===== src/rtl/uart_ctrl_pkg.sv =====
// Shared types and sizing helpers for the UART link controller and its frame timer.
package uart_ctrl_pkg;

    typedef enum logic [1:0] {
        TX_IDLE = 2'd0,
        TX_SEND = 2'd1,
        TX_WAIT = 2'd2
    } tx_state_e;

    localparam int unsigned FRAME_BITS_DEF   = 11;
    localparam int unsigned CLKS_PER_BIT_DEF = 5208;

    // Width needed to hold the frame down-counter, whose load value is frame_clks-1.
    function automatic int unsigned frame_cnt_w(input int unsigned clks_per_bit,
                                                input int unsigned frame_bits);
        int unsigned frame_clks;
        frame_clks = clks_per_bit * frame_bits;
        return (frame_clks > 1) ? $clog2(frame_clks) : 1;
    endfunction

endpackage


===== src/rtl/uart_link_ctrl_if.sv =====
// Bundle of requester, UART-side and consumer-side signals of the UART link controller.
interface uart_link_ctrl_if;

    // Handshakes: a byte moves on any cycle where valid && ready are both high at the
    // rising edge; a source holds valid and data stable until that cycle.
    logic       req0_valid;
    logic [7:0] req0_data;
    logic       req0_ready;
    logic       req1_valid;
    logic [7:0] req1_data;
    logic       req1_ready;

    logic [7:0] DataToTransmit;
    logic       Transmit;
    logic       RxInterrupt;
    logic [7:0] ReceivedData;
    logic       ParityError;
    logic       ClearInterrupt;

    logic       rx_valid;
    logic [7:0] rx_data;
    logic       rx_parity_err;
    logic       rx_ready;

    logic       tx_busy;
    logic       last_grant;
    logic       rx_overrun;

    modport slave (
        input  req0_valid, req0_data, req1_valid, req1_data,
        input  RxInterrupt, ReceivedData, ParityError, rx_ready,
        output req0_ready, req1_ready, DataToTransmit, Transmit, ClearInterrupt,
        output rx_valid, rx_data, rx_parity_err, tx_busy, last_grant, rx_overrun
    );

    modport master (
        output req0_valid, req0_data, req1_valid, req1_data,
        output RxInterrupt, ReceivedData, ParityError, rx_ready,
        input  req0_ready, req1_ready, DataToTransmit, Transmit, ClearInterrupt,
        input  rx_valid, rx_data, rx_parity_err, tx_busy, last_grant, rx_overrun
    );

endinterface


===== src/rtl/uart_frame_timer.sv =====
// Down-counter that times one UART frame: load sets it to frame_clks-1, done when it reaches 0.
module uart_frame_timer
    import uart_ctrl_pkg::*;
#(
    parameter int unsigned CLKS_PER_BIT = CLKS_PER_BIT_DEF,
    parameter int unsigned FRAME_BITS   = FRAME_BITS_DEF
) (
    input  logic clk,
    input  logic reset,
    input  logic load_i,
    input  logic count_i,
    output logic done_o
);

    localparam int unsigned CW = frame_cnt_w(CLKS_PER_BIT, FRAME_BITS);
    localparam logic [CW-1:0] LOAD_VAL = CW'(CLKS_PER_BIT * FRAME_BITS - 1);

    logic [CW-1:0] cnt_q, cnt_d;

    always_comb begin
        cnt_d = cnt_q;
        if (load_i) begin
            cnt_d = LOAD_VAL;
        end else if (count_i && (cnt_q != '0)) begin
            cnt_d = cnt_q - CW'(1);
        end
    end

    always_ff @(posedge clk or negedge reset) begin
        if (!reset) begin
            cnt_q <= '0;
        end else begin
            cnt_q <= cnt_d;
        end
    end

    assign done_o = (cnt_q == '0);

endmodule


===== src/rtl/uart_link_ctrl.sv =====
// UART link controller: round-robin arbitration of two byte requesters onto one UART
// transmitter, plus single-slot capture of received bytes with sticky overrun detection.
module uart_link_ctrl
    import uart_ctrl_pkg::*;
#(
    parameter int unsigned CLKS_PER_BIT = CLKS_PER_BIT_DEF,
    parameter int unsigned FRAME_BITS   = FRAME_BITS_DEF
) (
    input  logic            clk,
    input  logic            reset,
    uart_link_ctrl_if.slave lnk,
    output tx_state_e       tx_state_o
);

    tx_state_e  state_q, state_d;
    logic [7:0] dtx_q, dtx_d;
    logic       last_grant_q, last_grant_d;
    logic       grant_idx;
    logic       req0_rdy, req1_rdy, xfer;
    logic       tmr_load, tmr_count, tmr_done;

    // Both valid: the requester that did not win last time; otherwise the only valid one.
    always_comb begin
        grant_idx = lnk.req1_valid;
        if (lnk.req0_valid && lnk.req1_valid) begin
            grant_idx = ~last_grant_q;
        end
    end

    assign req0_rdy = (state_q == TX_IDLE) && lnk.req0_valid && !grant_idx;
    assign req1_rdy = (state_q == TX_IDLE) && lnk.req1_valid &&  grant_idx;
    assign xfer     = req0_rdy || req1_rdy;

    always_comb begin
        state_d      = state_q;
        dtx_d        = dtx_q;
        last_grant_d = last_grant_q;
        tmr_load     = 1'b0;
        tmr_count    = 1'b0;
        unique case (state_q)
            TX_IDLE: begin
                if (xfer) begin
                    state_d      = TX_SEND;
                    dtx_d        = grant_idx ? lnk.req1_data : lnk.req0_data;
                    last_grant_d = grant_idx;
                end
            end
            TX_SEND: begin
                tmr_load = 1'b1;
                state_d  = TX_WAIT;
            end
            TX_WAIT: begin
                if (tmr_done) begin
                    state_d = TX_IDLE;
                end else begin
                    tmr_count = 1'b1;
                end
            end
            default: state_d = TX_IDLE;
        endcase
    end

    always_ff @(posedge clk or negedge reset) begin
        if (!reset) begin
            state_q      <= TX_IDLE;
            dtx_q        <= 8'h00;
            last_grant_q <= 1'b1;
        end else begin
            state_q      <= state_d;
            dtx_q        <= dtx_d;
            last_grant_q <= last_grant_d;
        end
    end

    uart_frame_timer #(
        .CLKS_PER_BIT (CLKS_PER_BIT),
        .FRAME_BITS   (FRAME_BITS)
    ) u_frame_timer (
        .clk     (clk),
        .reset   (reset),
        .load_i  (tmr_load),
        .count_i (tmr_count),
        .done_o  (tmr_done)
    );

    logic       irq_q;
    logic       clr_q, clr_d;
    logic       rx_valid_q, rx_valid_d;
    logic [7:0] rx_data_q, rx_data_d;
    logic       rx_pe_q, rx_pe_d;
    logic       overrun_q, overrun_d;
    logic       rx_edge, rx_take, rx_capture;

    // The slot may be refilled in the same cycle the consumer empties it.
    always_comb begin
        rx_edge    = lnk.RxInterrupt && !irq_q;
        rx_take    = rx_valid_q && lnk.rx_ready;
        rx_capture = rx_edge && (!rx_valid_q || lnk.rx_ready);
        clr_d      = rx_edge;
        rx_valid_d = rx_valid_q;
        rx_data_d  = rx_data_q;
        rx_pe_d    = rx_pe_q;
        overrun_d  = overrun_q;
        if (rx_capture) begin
            rx_valid_d = 1'b1;
            rx_data_d  = lnk.ReceivedData;
            rx_pe_d    = lnk.ParityError;
        end else if (rx_take) begin
            rx_valid_d = 1'b0;
        end
        if (rx_edge && !rx_capture) begin
            overrun_d = 1'b1;
        end
    end

    always_ff @(posedge clk or negedge reset) begin
        if (!reset) begin
            irq_q      <= 1'b0;
            clr_q      <= 1'b0;
            rx_valid_q <= 1'b0;
            rx_data_q  <= 8'h00;
            rx_pe_q    <= 1'b0;
            overrun_q  <= 1'b0;
        end else begin
            irq_q      <= lnk.RxInterrupt;
            clr_q      <= clr_d;
            rx_valid_q <= rx_valid_d;
            rx_data_q  <= rx_data_d;
            rx_pe_q    <= rx_pe_d;
            overrun_q  <= overrun_d;
        end
    end

    assign lnk.req0_ready     = req0_rdy;
    assign lnk.req1_ready     = req1_rdy;
    assign lnk.DataToTransmit = dtx_q;
    assign lnk.Transmit       = (state_q == TX_SEND);
    assign lnk.tx_busy        = (state_q != TX_IDLE);
    assign lnk.last_grant     = last_grant_q;
    assign lnk.ClearInterrupt = clr_q;
    assign lnk.rx_valid       = rx_valid_q;
    assign lnk.rx_data        = rx_data_q;
    assign lnk.rx_parity_err  = rx_pe_q;
    assign lnk.rx_overrun     = overrun_q;
    assign tx_state_o         = state_q;

endmodule


===== src/flat_wrapper.sv =====
// flat-port wrapper written by rule: the top's interface ports become plain ports
module uart_link_ctrl_flat import uart_ctrl_pkg::*;
#(
    parameter int unsigned CLKS_PER_BIT = CLKS_PER_BIT_DEF,
    parameter int unsigned FRAME_BITS   = FRAME_BITS_DEF
)
  (clk, reset, tx_state_o, lnk_req0_valid, lnk_req0_data, lnk_req1_valid, lnk_req1_data, lnk_RxInterrupt, lnk_ReceivedData, lnk_ParityError, lnk_rx_ready, lnk_req0_ready, lnk_req1_ready, lnk_DataToTransmit, lnk_Transmit, lnk_ClearInterrupt, lnk_rx_valid, lnk_rx_data, lnk_rx_parity_err, lnk_tx_busy, lnk_last_grant, lnk_rx_overrun);
  uart_link_ctrl_if lnk_i ();
  input  logic clk;
  input  logic reset;
  output tx_state_e tx_state_o;
  input wire logic [$bits(lnk_i.req0_valid)-1:0] lnk_req0_valid;
  input wire logic [$bits(lnk_i.req0_data)-1:0] lnk_req0_data;
  input wire logic [$bits(lnk_i.req1_valid)-1:0] lnk_req1_valid;
  input wire logic [$bits(lnk_i.req1_data)-1:0] lnk_req1_data;
  input wire logic [$bits(lnk_i.RxInterrupt)-1:0] lnk_RxInterrupt;
  input wire logic [$bits(lnk_i.ReceivedData)-1:0] lnk_ReceivedData;
  input wire logic [$bits(lnk_i.ParityError)-1:0] lnk_ParityError;
  input wire logic [$bits(lnk_i.rx_ready)-1:0] lnk_rx_ready;
  output wire logic [$bits(lnk_i.req0_ready)-1:0] lnk_req0_ready;
  output wire logic [$bits(lnk_i.req1_ready)-1:0] lnk_req1_ready;
  output wire logic [$bits(lnk_i.DataToTransmit)-1:0] lnk_DataToTransmit;
  output wire logic [$bits(lnk_i.Transmit)-1:0] lnk_Transmit;
  output wire logic [$bits(lnk_i.ClearInterrupt)-1:0] lnk_ClearInterrupt;
  output wire logic [$bits(lnk_i.rx_valid)-1:0] lnk_rx_valid;
  output wire logic [$bits(lnk_i.rx_data)-1:0] lnk_rx_data;
  output wire logic [$bits(lnk_i.rx_parity_err)-1:0] lnk_rx_parity_err;
  output wire logic [$bits(lnk_i.tx_busy)-1:0] lnk_tx_busy;
  output wire logic [$bits(lnk_i.last_grant)-1:0] lnk_last_grant;
  output wire logic [$bits(lnk_i.rx_overrun)-1:0] lnk_rx_overrun;
  assign lnk_i.req0_valid = lnk_req0_valid;
  assign lnk_i.req0_data = lnk_req0_data;
  assign lnk_i.req1_valid = lnk_req1_valid;
  assign lnk_i.req1_data = lnk_req1_data;
  assign lnk_i.RxInterrupt = lnk_RxInterrupt;
  assign lnk_i.ReceivedData = lnk_ReceivedData;
  assign lnk_i.ParityError = lnk_ParityError;
  assign lnk_i.rx_ready = lnk_rx_ready;
  assign lnk_req0_ready = lnk_i.req0_ready;
  assign lnk_req1_ready = lnk_i.req1_ready;
  assign lnk_DataToTransmit = lnk_i.DataToTransmit;
  assign lnk_Transmit = lnk_i.Transmit;
  assign lnk_ClearInterrupt = lnk_i.ClearInterrupt;
  assign lnk_rx_valid = lnk_i.rx_valid;
  assign lnk_rx_data = lnk_i.rx_data;
  assign lnk_rx_parity_err = lnk_i.rx_parity_err;
  assign lnk_tx_busy = lnk_i.tx_busy;
  assign lnk_last_grant = lnk_i.last_grant;
  assign lnk_rx_overrun = lnk_i.rx_overrun;
  uart_link_ctrl #(.CLKS_PER_BIT(CLKS_PER_BIT), .FRAME_BITS(FRAME_BITS)) u_core (.clk(clk), .reset(reset), .lnk(lnk_i), .tx_state_o(tx_state_o));
endmodule

===== config.mk =====
export PLATFORM = sky130hd
export DESIGN_NAME = uart_link_ctrl_flat
export DESIGN_NICKNAME = d
export VERILOG_FILES = /design/src/rtl/uart_ctrl_pkg.sv /design/src/rtl/uart_link_ctrl_if.sv /design/src/rtl/uart_frame_timer.sv /design/src/rtl/uart_link_ctrl.sv /design/src/flat_wrapper.sv
export SDC_FILE = /design/constraint.sdc
export NUM_CORES = 1
export LEC_CHECK = 0
export ABC_AREA = 0
export ABC_CLOCK_PERIOD_IN_PS = 3250
export CAP_MARGIN = 20
export CORE_MARGIN = 2
export CORE_UTILIZATION = 39
export DETAILED_ROUTE_END_ITERATION = 10
export PLACE_DENSITY = 0.77
export SYNTH_ARGS = -nofsm -noshare
export SYNTH_HDL_FRONTEND = slang
export SYNTH_SLANG_ARGS = --single-unit

===== constraint.sdc =====
create_clock -name clk -period 3.25 [get_ports clk]
set_clock_uncertainty 0.15 [all_clocks]
set_input_delay 0.65 -clock clk [delete_from_list [all_inputs] [get_ports clk]]
set_output_delay 0.65 -clock clk [all_outputs]
set_load 0.01 [all_outputs]

* Yosys cells after proc, flatten, opt, wreduce, memory -nomap -nowiden
Cells that the tools add are included.
Word-level totals: bits in registers 40
Operators by class: add/sub/neg operators 1, eq/ne operators 4, bitwise operators 1, reduce and logical (&&, ||, !) cells 24, multiplexer cells 12
Operators with widths (count):
- $mux W16 | 2
- $logic_not A16 Y1 | 1
- $reduce_bool A16 Y1 | 1
- $sub A16 B1 Y16 const B | 1
- $logic_and A1 B1 Y1 | 10
- $mux W8 | 1
- $mux W1 | 6
- $pmux W2 S3 | 1
- $reduce_bool A2 Y1 | 3
- $logic_not A1 Y1 | 4
- $mux W2 | 2
- $ne A2 B1 Y1 const B | 2
- $reduce_and A2 Y1 | 2
- $eq A2 B1 Y1 const B | 1
- $eq A2 B2 Y1 const B | 1
- $logic_not A2 Y1 | 1
- $logic_or A1 B1 Y1 | 2
- $not A1 Y1 | 1

* Longest topological paths before layout
depth after elaboration 7, depth in mapped cells 7

* Modules after synthesis
From an unflattened synthesis, not the netlist that was laid out.
Second synthesis, totals: cell total of the unflattened synthesis 166, area total of the unflattened synthesis 1981.9 sq um
Modules (own cells, without submodules):
- uart_link_ctrl | cells an instance 68, times used 1, area an instance 1034.7 sq um
- uart_frame_timer | cells an instance 98, times used 1, area an instance 947.2 sq um

* Worst setup path after synthesis
Ideal clock, no wire load.
kind input port to output port, start point input lnk_req1_valid, end point output lnk_req1_ready, setup slack 0.986 ns, path buffers 1, data required time 2.450 ns, data arrival time 1.464 ns, cell stages on the path 3, cell sequence a21boi_0 -> buf_1 -> and2_1
On the way: word-level cells in the longest chain between the ends 3, elaborated cells between the ends (all ways) 4
Ends and longest elaborated chain:
- start: declaration | RTL line flat_wrapper.sv:14 | input wire logic [$bits(lnk_i.req1_valid)-1:0] lnk_req1_valid;
- $logic_and A1 B1 Y1 | RTL line uart_link_ctrl.sv:25 | if (lnk.req0_valid && lnk.req1_valid) begin
- $mux W1 | RTL line uart_link_ctrl.sv:25
- $logic_and A1 B1 Y1 * | RTL line uart_link_ctrl.sv:31 | assign req1_rdy = (state_q == TX_IDLE) && lnk.req1_valid && grant_idx;
- end: declaration | RTL line flat_wrapper.sv:21 | output wire logic [$bits(lnk_i.req1_ready)-1:0] lnk_req1_ready;
Mark *: on every way between the ends. The rest lies on a longest branch, timed or not.

* Worst setup path in the final report
Ends and elaborated chain as after synthesis.

==> results.toml <==
[power_and_ir_drop]
power.density_mw_per_mm2 = 671
clkPwrFrac_pct = 23.1
p_int_w = 0.00121
p_comb_share_pct = 37.4
power.leakage_nw = 1.06
seq_power_share_pct = 39.4
swShare_pct = 34.1
vdd_drop_max_mv = 0.419
switching_power_w = 0.000623

[sta]
fin_crit_sh_pct = 90.5
rsz0062_at_grt = "false"
final.setup.tns_ns = 0
finalHoldViolations = 0
relSlewSlack_pct = 40.2
fin_ws_ns = 0.309
min_period_ns = 2.94
tightest_slew_ns = 0.897
drv_slew = 0
fmaxAchievable_mhz = 340
setup_viol = 0

[yosys]
synthMuxAreaShare_pct = 11.2
synth_cell_types = 52
synth_top_area_share_pct = 49.3
synth_simple_gate_area_share_pct = 20.7
synth_seq_area_share_pct = 50.6
synth_edf_count = 0
yosysTopAreaCell = "dfrtp_1"
netlist_area_mm2 = 0.00198
syn-num-nets = 208
synth_compound_area_share_pct = 14.0
synth_ff_type = "dfrtp_1"
syn_inst = 176
synth-xor-area-share_pct = 0
avgSynthCellArea_um2 = 11.2
synthMostInstantiatedCell = "dfrtp_1"
yosys-top-cells-area = "dfrtp_1, mux2i_1, mux2_2"
synth_warnings = 0
async_flop_share_pct = 100
ys_seq_elements = 40
synth_fa_ha_area_share_pct = 0.632
synth_common_cells = "dfrtp_1, nor2_1, mux2i_1"
synth_top_family_by_area = "simple AND/OR/NAND/NOR gates"

[die]
die-width_um = 75.2
core_area_mm2 = 0.00482
ios = 58
start_util_pct = 41.1
die_h_um = 75.2
dieArea_mm2 = 0.00566
rows = 25

[placed_design]
gp_congestion = 0.751
place_ws_ns = 0.310
dp_hpwl_mm = 2.97
portBuffers = 57

[finish]
areaGrowthSynthToFinish_pct = 37.7
drive_above_1_share_pct = 14.0
final_nets = 267
antenna_cells = 0

[worst_setup_path]
cp-start-kind = "primary input"
crit_top_cell = "clkdlybuf4s50_1"
cpLargestDelayFamily = "buffers and inverters"
slowest_delay_ns = 0.54
worstPathRequired_ns = 2.45
worstPathArrival_ns = 2.14
ff2ff_setup_slack_ns = 0.94
critical_path_buf_inv_count = 2
worst_path_max_delay_cell = "clkdlybuf4s50_1"
crit_fanout = 3
path_cells = "clkdlybuf4s50_1 -> a21boi_0 -> and2_1 -> clkdlybuf4s50_1"
crit_type = "primary input to output port"
crit_path_end_kind = "output port"

[detailed_routing]
vias = 1535
routedWlPerCell_um = 13.6
firstDrtPassIters = 4
ant_nets = 0
wl_mm = 4.11
drcViolationCount = 0
via_per_inst = 5.07
drt_iter0_drc = 84

[job]
drv_cap = 0

[clock_tree]
clk_latency_ns = 0.30
htreeDepth = 2
cts.hold.buffers_added = 0
cts.reportedPaths.clkPinSlew_ns = 0.09
cts.sinks = 40
post_cts_resized = 0
cts_buffers = 5
clockBufferDepth = 2
post_cts_buffers = 0
cts_root_buffer = "clkbuf_8"
cts_tree = "built"

[min_path]
holdCritPathClass = "flip-flop to flip-flop"

[global_route]
antenna_found_initial = 0
grt_max_degree = 41
grt_pass1_vias = 1495
grt_pass1_wl_mm = 7.07
grt_overflow = 0
grt_use_total_pct = 16.5

[run_status]
status = "completed"
-- power by group through the flow --
stage,logic (W),clock network [W],registers [W]
4_1_cts,0.000693,0.000435,0.000721
3_5_place_dp,0.000690,0,0.000729
6_report,0.000685,0.000423,0.000721
5_1_grt,0.000755,0.000455,0.000741
2_1_floorplan,0.000329,0,0.000750
3_3_place_gp,0.000680,0,0.000725
-- stage by stage --
| step | power [W] | std cells | utilization, % | hold WS, ns | instance area, µm² |
|---|---|---|---|---|---|
| after floorplan | 0.00108 | 176 | - | 0.204 | 1980 |
| after detailed placement | 0.00142 | 295 | 54.2 | 0.273 | 2610 |
| after CTS | 0.00185 | 303 | 56.6 | 0.287 | 2730 |
| final | 0.00183 | 303 | 56.6 | 0.284 | 2730 |
| after global routing | 0.00195 | 303 | 56.6 | 0.328 | 2730 |
| after global placement | 0.00140 | 295 | 54.2 | 0.268 | 2610 |
-- metal layers --
| layer | GRT usage, % | vias to the layer above | share of wire, % |
|---|---|---|---|
| li1 | - | 761 | - |
| met1 | 21.4 | 715 | 44 |
| met2 | 24.1 | 53 | 44 |
| met3 | 8.30 | 6 | 11 |
| met4 | 5.85 | 0 | 1.6 |
| met5 | 0 | - | 0 |
-- registers in the layout (all words and copies together) (netlist names) --
register,flops
u_core.lnk.DataToTransmit,8
u_core.lnk.ClearInterrupt,1
u_core.u_frame_timer.cnt_q,16
u_core.lnk.rx_valid,1
u_core.lnk.rx_data,8
u_core.lnk.rx_parity_err,1
u_core.tx_state_o,2
u_core.lnk.rx_overrun,1
u_core.lnk.last_grant,1
u_core.irq_q,1
-- area by class of cell --
class	instances	area, µm²
fillers	425	2090
flip-flops and latches	40	1000
multi-input cells	123	921
repair buffers	59	581
well taps	67	83.8
clock buffers	5	68.8
clock inverters	3	46.3
inverters	6	22.5
-- layout by cell type (no fill, tap or decap), types with 2 or more instances in the layout --
cell and instances:
buf_4 2, o22ai_1 3, o211ai_1 3, and3_1 2, nor3_1 2, o21bai_1 2
nor2_1 17, mux2_2 9, inv_1 6, and4_1 2, clkdlybuf4s50_1 56, nand2b_1 4
nand4_1 2, a31oi_1 2, a21oi_1 10, clkbuf_8 5, nand3_1 2, dfrtp_1 39
mux2i_1 12, o41ai_1 2, nor2b_1 5, o21ai_1 2, nor4b_4 2, o21ai_0 3
nand2_1 10, and2_1 2, nor4_1 2
-- kinds of logic after synthesis --
family / count (synthesis)
fa+ha+maj: 1
buf+inv: 13
mux: 21
simple gates: 63
compound gates: 38
flops: 40
-- final timing paths --
check,start,end,cells after the start
worst max-delay path,lnk_req1_valid,lnk_req1_ready,4
worst min-delay path,u_core.irq_q$_DFF_PN0_,u_core.lnk.ClearInterrupt$_DFF_PN0_,1
worst max register to register,u_core.u_frame_timer.cnt_q[0]$_DFFE_PN0P_,u_core.u_frame_timer.cnt_q[10]$_DFFE_PN0P_,6
worst min register to register,u_core.irq_q$_DFF_PN0_,u_core.lnk.ClearInterrupt$_DFF_PN0_,1
max in group asynchronous,reset,u_core.u_frame_timer.cnt_q[2]$_DFFE_PN0P_,1
min in group asynchronous,reset,u_core.lnk.rx_data[7]$_DFFE_PN0P_,1
No activity file was read; power rests on OpenSTA's default activity.
